--- src/rtl/stencil_linebuf_ub_pkg.sv ---
// Shared geometry defaults and index helpers for the streaming stencil line buffer.
package stencil_ub_pkg;

  localparam int DEF_DATA_W = 16;
  localparam int DEF_IMG_W  = 64;
  localparam int DEF_IMG_H  = 64;
  localparam int DEF_SW     = 3;
  localparam int DEF_SH     = 3;
  localparam int COORD_W    = 16;

  // Flattened tap position of window row r, column c.
  function automatic int tap_index(input int r, input int c, input int sw);
    return r * sw + c;
  endfunction

  // Counter width that stays >= 1 even for degenerate sizes.
  function automatic int cnt_width(input int n);
    return (n <= 2) ? 1 : $clog2(n);
  endfunction

endpackage

--- src/rtl/stencil_linebuf_ub_if.sv ---
// Pixel-in / stencil-out handshake bundle for the stencil line buffer.
interface stencil_linebuf_ub_if
  import stencil_ub_pkg::*;
#(
  parameter int DATA_W = DEF_DATA_W,
  parameter int SW     = DEF_SW,
  parameter int SH     = DEF_SH
);

  logic                      in_valid;
  logic                      in_ready;
  logic [DATA_W-1:0]         in_data;
  logic                      out_valid;
  logic                      out_ready;
  logic [SH*SW*DATA_W-1:0]   out_taps;
  logic [COORD_W-1:0]        out_x;
  logic [COORD_W-1:0]        out_y;
  logic                      frame_done;

  // Pixel source and stencil consumer side.
  modport master (
    output in_valid, in_data, out_ready,
    input  in_ready, out_valid, out_taps, out_x, out_y, frame_done
  );

  // Line buffer side.
  modport slave (
    input  in_valid, in_data, out_ready,
    output in_ready, out_valid, out_taps, out_x, out_y, frame_done
  );

endinterface

--- src/rtl/stencil_line_delay.sv ---
// One image row of delay: asynchronous read and synchronous write on a shared column address.
module stencil_line_delay
  import stencil_ub_pkg::*;
#(
  parameter int DATA_W = DEF_DATA_W,
  parameter int IMG_W  = DEF_IMG_W,
  localparam int AW    = cnt_width(IMG_W)
) (
  input  logic              clk,
  input  logic              we,
  input  logic [AW-1:0]     addr,
  input  logic [DATA_W-1:0] wr_data,
  output logic [DATA_W-1:0] rd_data
);

  logic [DATA_W-1:0] mem [IMG_W];

  // Old contents are visible combinationally, so a same-cycle write is read-before-write.
  assign rd_data = mem[addr];

  // Row storage is never cleared; the window gating hides stale words.
  always_ff @(posedge clk) begin
    if (we) mem[addr] <= wr_data;
  end

endmodule

--- src/rtl/stencil_linebuf_ub.sv ---
// Streaming SH x SW stencil generator: raster pixels in, full window plus its
// top-left coordinate out, with backpressure, flush and frame-done marking.
module stencil_linebuf_ub
  import stencil_ub_pkg::*;
#(
  parameter int DATA_W = DEF_DATA_W,
  parameter int IMG_W  = DEF_IMG_W,
  parameter int IMG_H  = DEF_IMG_H,
  parameter int SW     = DEF_SW,
  parameter int SH     = DEF_SH
) (
  input  logic                 clk,
  input  logic                 rst,
  input  logic                 flush,
  stencil_linebuf_ub_if.slave  ub
);

  localparam int XW = cnt_width(IMG_W);
  localparam int YW = cnt_width(IMG_H);
  localparam int NL = SH - 1;
  localparam int TW = SH * SW * DATA_W;

  localparam logic [XW-1:0] X_LAST  = XW'(IMG_W - 1);
  localparam logic [YW-1:0] Y_LAST  = YW'(IMG_H - 1);
  localparam logic [XW-1:0] X_FIRST = XW'(SW - 1);
  localparam logic [YW-1:0] Y_FIRST = YW'(SH - 1);

  logic [XW-1:0]         x_p0;
  logic [YW-1:0]         y_p0;
  logic [DATA_W-1:0]     win_p0  [SH][SW];
  logic [DATA_W-1:0]     win_nxt [SH][SW];
  logic [DATA_W-1:0]     lb_rd   [NL];
  logic [DATA_W-1:0]     lb_wr   [NL];
  logic [TW-1:0]         taps_nxt;

  logic                  vld_p1;
  logic                  fd_p1;
  logic [TW-1:0]         taps_p1;
  logic [COORD_W-1:0]    ox_p1;
  logic [COORD_W-1:0]    oy_p1;

  logic                  clr;
  logic                  acc;
  logic                  emit;
  logic                  last_pix;

  // rst and flush both abort the frame; flush leaves the window contents alone.
  assign clr         = rst | flush;
  assign ub.in_ready = !vld_p1 || ub.out_ready;
  assign acc         = ub.in_valid && ub.in_ready && !clr;
  // A window is complete once the pixel under the bottom-right tap lands; this
  // also keeps columns left over from the previous row from ever being emitted.
  assign emit        = (x_p0 >= X_FIRST) && (y_p0 >= Y_FIRST);
  assign last_pix    = (x_p0 == X_LAST) && (y_p0 == Y_LAST);

  // Cascade of row delays: L0 holds the previous row, L(k) the row k+1 above.
  for (genvar k = 0; k < NL; k++) begin : g_line
    if (k == 0) begin : g_head
      assign lb_wr[k] = ub.in_data;
    end else begin : g_tail
      assign lb_wr[k] = lb_rd[k-1];
    end

    stencil_line_delay #(
      .DATA_W (DATA_W),
      .IMG_W  (IMG_W)
    ) u_line (
      .clk     (clk),
      .we      (acc),
      .addr    (x_p0),
      .wr_data (lb_wr[k]),
      .rd_data (lb_rd[k])
    );
  end

  // Next window: shift left one column and insert the new column, oldest row at top.
  always_comb begin
    for (int r = 0; r < SH; r++) begin
      for (int c = 0; c < SW; c++) begin
        win_nxt[r][c] = win_p0[r][c];
      end
    end
    for (int r = 0; r < SH; r++) begin
      for (int c = 0; c < SW - 1; c++) begin
        win_nxt[r][c] = win_p0[r][c+1];
      end
    end
    win_nxt[SH-1][SW-1] = ub.in_data;
    for (int k = 0; k < NL; k++) begin
      win_nxt[SH-2-k][SW-1] = lb_rd[k];
    end
  end

  // Flatten the post-update window into the tap bus layout.
  always_comb begin
    taps_nxt = '0;
    for (int r = 0; r < SH; r++) begin
      for (int c = 0; c < SW; c++) begin
        taps_nxt[tap_index(r, c, SW)*DATA_W +: DATA_W] = win_nxt[r][c];
      end
    end
  end

  // Raster position of the next pixel to arrive; wraps into the next frame.
  always_ff @(posedge clk) begin
    if (clr) begin
      x_p0 <= '0;
      y_p0 <= '0;
    end else if (acc) begin
      if (x_p0 == X_LAST) begin
        x_p0 <= '0;
        y_p0 <= (y_p0 == Y_LAST) ? '0 : y_p0 + 1'b1;
      end else begin
        x_p0 <= x_p0 + 1'b1;
      end
    end
  end

  // Window shift register, advanced only on accepted pixels.
  always_ff @(posedge clk) begin
    if (rst) begin
      for (int r = 0; r < SH; r++) begin
        for (int c = 0; c < SW; c++) begin
          win_p0[r][c] <= '0;
        end
      end
    end else if (acc) begin
      win_p0 <= win_nxt;
    end
  end

  // ---- stage p0 -> p1: registered stencil output, held while the consumer stalls ----
  always_ff @(posedge clk) begin
    if (clr) begin
      vld_p1  <= 1'b0;
      fd_p1   <= 1'b0;
      taps_p1 <= '0;
      ox_p1   <= '0;
      oy_p1   <= '0;
    end else if (acc) begin
      vld_p1 <= emit;
      fd_p1  <= emit && last_pix;
      if (emit) begin
        taps_p1 <= taps_nxt;
        ox_p1   <= COORD_W'(x_p0 - X_FIRST);
        oy_p1   <= COORD_W'(y_p0 - Y_FIRST);
      end
    end else if (ub.out_ready) begin
      vld_p1 <= 1'b0;
      fd_p1  <= 1'b0;
    end
  end

  assign ub.out_valid  = vld_p1;
  assign ub.frame_done = fd_p1;
  assign ub.out_taps   = taps_p1;
  assign ub.out_x      = ox_p1;
  assign ub.out_y      = oy_p1;

endmodule

--- src/flat_wrapper.sv ---
// flat-port wrapper written by rule: the top's interface ports become plain ports
module stencil_linebuf_ub_flat import stencil_ub_pkg::*;
#(
  parameter int DATA_W = DEF_DATA_W,
  parameter int IMG_W  = DEF_IMG_W,
  parameter int IMG_H  = DEF_IMG_H,
  parameter int SW     = DEF_SW,
  parameter int SH     = DEF_SH
)
  (clk, rst, flush, ub_in_valid, ub_in_data, ub_out_ready, ub_in_ready, ub_out_valid, ub_out_taps, ub_out_x, ub_out_y, ub_frame_done);
  stencil_linebuf_ub_if #(.DATA_W(DATA_W), .SW(SW), .SH(SH)) ub_i ();
  input  logic clk;
  input  logic rst;
  input  logic flush;
  input wire logic [$bits(ub_i.in_valid)-1:0] ub_in_valid;
  input wire logic [$bits(ub_i.in_data)-1:0] ub_in_data;
  input wire logic [$bits(ub_i.out_ready)-1:0] ub_out_ready;
  output wire logic [$bits(ub_i.in_ready)-1:0] ub_in_ready;
  output wire logic [$bits(ub_i.out_valid)-1:0] ub_out_valid;
  output wire logic [$bits(ub_i.out_taps)-1:0] ub_out_taps;
  output wire logic [$bits(ub_i.out_x)-1:0] ub_out_x;
  output wire logic [$bits(ub_i.out_y)-1:0] ub_out_y;
  output wire logic [$bits(ub_i.frame_done)-1:0] ub_frame_done;
  assign ub_i.in_valid = ub_in_valid;
  assign ub_i.in_data = ub_in_data;
  assign ub_i.out_ready = ub_out_ready;
  assign ub_in_ready = ub_i.in_ready;
  assign ub_out_valid = ub_i.out_valid;
  assign ub_out_taps = ub_i.out_taps;
  assign ub_out_x = ub_i.out_x;
  assign ub_out_y = ub_i.out_y;
  assign ub_frame_done = ub_i.frame_done;
  stencil_linebuf_ub #(.DATA_W(DATA_W), .IMG_W(IMG_W), .IMG_H(IMG_H), .SW(SW), .SH(SH)) u_core (.clk(clk), .rst(rst), .flush(flush), .ub(ub_i));
endmodule
--- config.mk ---
export PLATFORM = sky130hd
export DESIGN_NAME = stencil_linebuf_ub_flat
export DESIGN_NICKNAME = d
export VERILOG_FILES = /design/src/rtl/stencil_linebuf_ub_pkg.sv /design/src/rtl/stencil_linebuf_ub_if.sv /design/src/rtl/stencil_line_delay.sv /design/src/rtl/stencil_linebuf_ub.sv /design/src/flat_wrapper.sv
export SDC_FILE = /design/constraint.sdc
export NUM_CORES = 2
export LEC_CHECK = 0
export BUFFER_PORTS_ARGS = -buffer_cell sky130_fd_sc_hd__buf_2
export CORE_MARGIN = 2
export CORE_UTILIZATION = 31
export DETAILED_ROUTE_END_ITERATION = 16
export MAX_ROUTING_LAYER = met4
export PLACE_DENSITY = 0.57
export SETUP_SLACK_MARGIN = 0.1
export SLEW_MARGIN = 10
export SYNTH_ARGS = -nofsm -noshare
export SYNTH_HDL_FRONTEND = slang
export SYNTH_SLANG_ARGS = --single-unit
--- constraint.sdc ---
create_clock -name clk -period 3.7 [get_ports clk]
set_input_delay 0.74 -clock clk [delete_from_list [all_inputs] [get_ports clk]]
set_output_delay 0.74 -clock clk [all_outputs]
set_load 0.02 [all_outputs]
# Word level (Yosys, flattened, before mapping)
# Memories as Yosys holds them, arrays and structs flattened. A register that Yosys moved wholly into a read port is not among the register bits.
# Index checks and enable logic that the tools add are counted.
classes:
  order_cmp: 2
  n_bitwise: 1
  n_eq_ne: 2
  muxes: 11
  n_addsub: 4
  n_reduce_logical: 11
op_table:
  columns: ["cell", "count"]
  rows:
  - ["two-way mux 6 bit", 6]
  - ["subtractor 6 x 2 -> 7 bit (second input constant)", 2]
  - ["adder 6 x 1 -> 6 bit (second input constant)", 2]
  - ["equality test 6 bit (second input constant)", 2]
  - [">= comparator 6 x 2 -> 1 bit (second input constant)", 2]
  - ["logical AND 1 bit", 5]
  - ["two-way mux 1 bit", 5]
  - ["AND reduction 2 bit", 2]
  - ["logical NOT 1 bit", 2]
  - ["nonzero test 2 bit", 1]
  - ["logical OR 1 bit", 1]
  - ["OR 1 bit", 1]
totals:
  mem_bits_rw: 2048
  out_inout_bits: 179
  input_bits: 21
  memories: 2
  wordCells: 46
  register_bits: 286
mem_list:
  columns: ["memory", "depth", "width", "read_ports", "rd_ports_with_merged_regs", "write_ports", "line_no", "source"]
  rows:
  - ["u_core.g_line[0].u_line.mem", 64, 16, 1, 1, 1, "stencil_line_delay.sv:16", "logic [DATA_W-1:0] mem [IMG_W];"]
  - ["u_core.g_line[1].u_line.mem", 64, 16, 1, 1, 1, "stencil_line_delay.sv:16", null]

# Logic depth before layout (Yosys ltp)
depth:
  word_depth: 6
  mapped_depth: 12
  mapped_depth_nobuf: 8

# Cells and area by module
# Synthesis repeated with hierarchy kept, for this count alone.
hier_totals:
  hier_cells: 5694
  hier_area_um2: 88760.1
by_module_without_submodules:
  columns: ["module", "cells_each", "area_per_inst_um2", "seq_area_each_um2", "instances"]
  rows:
  - ["stencil_line_delay", 2248, 39160.1, 30749.5, 2]
  - ["stencil_linebuf_ub", 1198, 10440.0, 5365.1, 1]

# Worst setup path before layout
# No wires, ideal clock.
synth_path:
  path_kind: "register -> register"
  start: "register with a tool-made name"
  end: "memory u_core.g_line[1].u_line.mem[0][13] in the netlist's numbering, data pin"
  path_slack_ps: -233
  synth_period_minus_slack_ps: 3933
  path_buffers: 5
  path_stages_with_launch: 12
  setup_ps: 499
  t_arrival_ps: 3434
  cell_sequence: "dfxtp_1 > buf_4 > buf_2 > buf_4 > buf_2 > buf_2 > mux2i_1 > a22oi_1 > nand3_1 > nand4_1 > nor2_1 > nor2_1"
synth_rtl:
  columns: ["item", "line_no"]
  rows:
  - ["end: declaration", "stencil_line_delay.sv:16"]

==> metrics <==
status=finished, final reports clean; buffers added on ports=199; Post-Syn Nets=4726; FF+latch count, synth=2322; total negative slack=0 ns; count of final setup violators=0; CTS Sinks=2322; Die Ht=538 um; Min-Delay Path Class=in2reg; Rel. slew slack=17.5%; CTS clock-pin slew for the worst setup and hold paths=0.06 ns; Synth Area in Compound Gates=under 10%; Post-Synth Simple-Gate Area=around 3.7%; dpl cells=~8700; worst skew pair latency=0.88 ns; Least-Margin Pin Slew=about 1.2 ns; commonest non-fill, non-tap cell in the layout=edfxtp_1; post-cts sizing count=0; Core Footprint=283000 sq um; first-pass GRT wire length=373 mm; final hold slack=0.165 ns; DP HPWL=approximately 170 mm; Die Area=slightly below 300000 sq um; grt total ovfl=0; main combinational cell family by area after synthesis=multiplexers; VDD IR-drop max=0.524 mV; gr usage total=18.9%; M3 GR Usage=under 10%; Initial DRT Pass Iterations=5; M2 GR Usage=29.6%; unrepaired setup endpoints after global routing=false; Synth-to-Final Area Change=18.6%; initial antenna violation count=18; crit start category=flop; fin crit period=3.61 ns; Synth cell types=50; pre-CTS setup slack=-0.149 ns; Avg Synthesized Cell Area=around 19 sq um; number of synthesized flops with an enable pin=~2000; Cell Count, Final, Fillers Out=9098; routability congestion estimate=0.903; Post-layout nets=around 5200; Die Wd=538 um; sequential-to-total area share from yosys stat=75.9%; cts bufs inserted=218; H-Tree Depth=4; layout cells sized above 1=26.8%; cells after synthesis=4694; endpoint kind of the worst setup timing path=flop; CP arrival=between 4 and 5 ns; Slew Limit Fails=0; drt wl/cell=between 20 and 30 um; Antenna Violating Nets Remaining=0; hold buffers post-CTS=0; Pleak=about 0.032 uW; share of flip-flops with an asynchronous set or reset=0%; synthesized area=88300 sq um; Most used DFF post-synth=edfxtp_1; row count=195; Detailed Route WL=270 mm; Max Clock Skew=0.0846 ns; Worst Path Required=4.23 ns; warnings from Yosys=0; MaxCap Viol Count=0; Setup CP Type=reg2reg; adder-cell share of the synthesized area=0.156%; Initial Util=31.2%; vias in the first global route=47217; pwr/cell area=505 nW/um^2; commonest cells after routing, fill and taps aside=2048 x edfxtp_1, 435 x nand2_1, 428 x mux4_2; vias per cell=5.33; Longest Clk Path Bufs=3; CTS tree=done; Tcrit/Tclk final=a little over nine tenths; Hold Vio Cnt, Final=0; vias=48513; largest net degree at the start of global routing=136; Post-CTS Repair Setup Buffers=5; setup ws final=0.0909 ns; # IOs=200; M1 GR Usage=24.9%; DRC viols=0; maximum operating frequency=277 MHz; Synth Area in XOR/XNOR=0.119%; busiest grt layer=met2; post-synthesis mux area share=14.3%; Initial DRC Count=approximately 6000; CP Max Fanout=40; clk root buf=clkbuf_16
## layout make-up
class                   count  area [sq um]
clock inverters           118          1170
well taps                3743          4680
diodes                      7          17.5
repair buffers            550          5180
inverters                  11          41.3
flip-flops and latches   2322         67000
multi-input cells        2059         20400
fillers                 25692        178000
clock buffers             288          6180
## logic make-up after synthesis
logic type	Yosys count
DFF	2322
and+or+nand+nor	771
muxes	722
AOI/OAI and AO/OA	543
buffers and inverters	313
xor gates and xnor gates	12
adders and majority gates	11
## power breakdown
| part | switching, uW | internal (uW) | leakage [uW] |
|---|---|---|---|
| Combinational | 959 | 389 | 0.00776 |
| Clock | 9890 | 12900 | 0.00362 |
| Sequential | 91.1 | 28600 | 0.0206 |
| Total | 10900 | 41900 | 0.0320 |
## synth_stat cells (20+ instances only)
library cell | instances | area (sq um)
buf_1 | 35 | 131
mux2i_1 | 284 | 2840
a22o_1 | 27 | 236
buf_2 | 98 | 490
a221o_1 | 26 | 260
a32oi_1 | 28 | 245
nor2_1 | 137 | 514
a22oi_1 | 181 | 1360
mux4_2 | 428 | 9640
dfxtp_1 | 274 | 5490
clkbuf_1 | 116 | 435
nand2_1 | 435 | 1630
nand3_1 | 88 | 440
edfxtp_1 | 2048 | 61500
nand4_1 | 37 | 231
o22ai_1 | 20 | 125
buf_4 | 42 | 315
a21oi_1 | 221 | 1110
## state kept, by name, summed over array words and instances, names as in the netlist, named ones only
name,flops
u_core.g_line.u_line.mem,2048
u_core.ub.out_taps,144
u_core.taps_nxt,96
u_core.ub.out_x,7
u_core.ub.out_y,7
u_core.x_p0,6
u_core.y_p0,6
u_core.ub.frame_done,1
u_core.ub.out_valid,1
## path summary, 6_finish.rpt
path                                                                     end  slack [ns]  cells past startpoint                        startpoint
worst max register to register  u_core.g_line[1].u_line.mem[60][9]$_DFFE_PP_        0.09                     10                              flop
worst min register to register           u_core.ub.out_taps[56]$_SDFFE_PP0P_        0.45                      2  u_core.taps_nxt[56]$_SDFFE_PP0P_
worst min-delay path                       u_core.ub.frame_done$_SDFFE_PP0P_        0.17                      3                      ub_out_ready
worst max-delay path            u_core.g_line[1].u_line.mem[60][9]$_DFFE_PP_        0.09                     10                              flop
## stage by stage
| step | total power, uW | utilization, % | cell area (sq um) |
|---|---|---|---|
| floorplan | 29700 | - | 88300 |
| global placement | 30500 | 34.4 | 97300 |
| detailed placement | 30500 | 34.4 | 97300 |
| CTS | 53100 | 37.0 | 105000 |
| global route | 54300 | 37.0 | 105000 |
| finish | 52800 | 37.0 | 105000 |
## worst max-delay path, cell delays in order, from the launching register on
cell and delay, ns:
dfxtp_4 0.59, buf_12 0.24, buf_12 0.20, buf_12 0.23, mux4_2 0.34, a32oi_1 0.23, nand4_1 0.43, buf_4 0.34
nor2_1 0.26, nor2_4 0.13, buf_12 0.20
## routing by layer
layer  vias up  share of wire [%]
li1      19861                  -
met2      2323                 48
met5         -                  0
met4         0                3.2
met1     25945                 41
met3       384                8.5
Note: power is estimated with default switching activity, not from simulation.
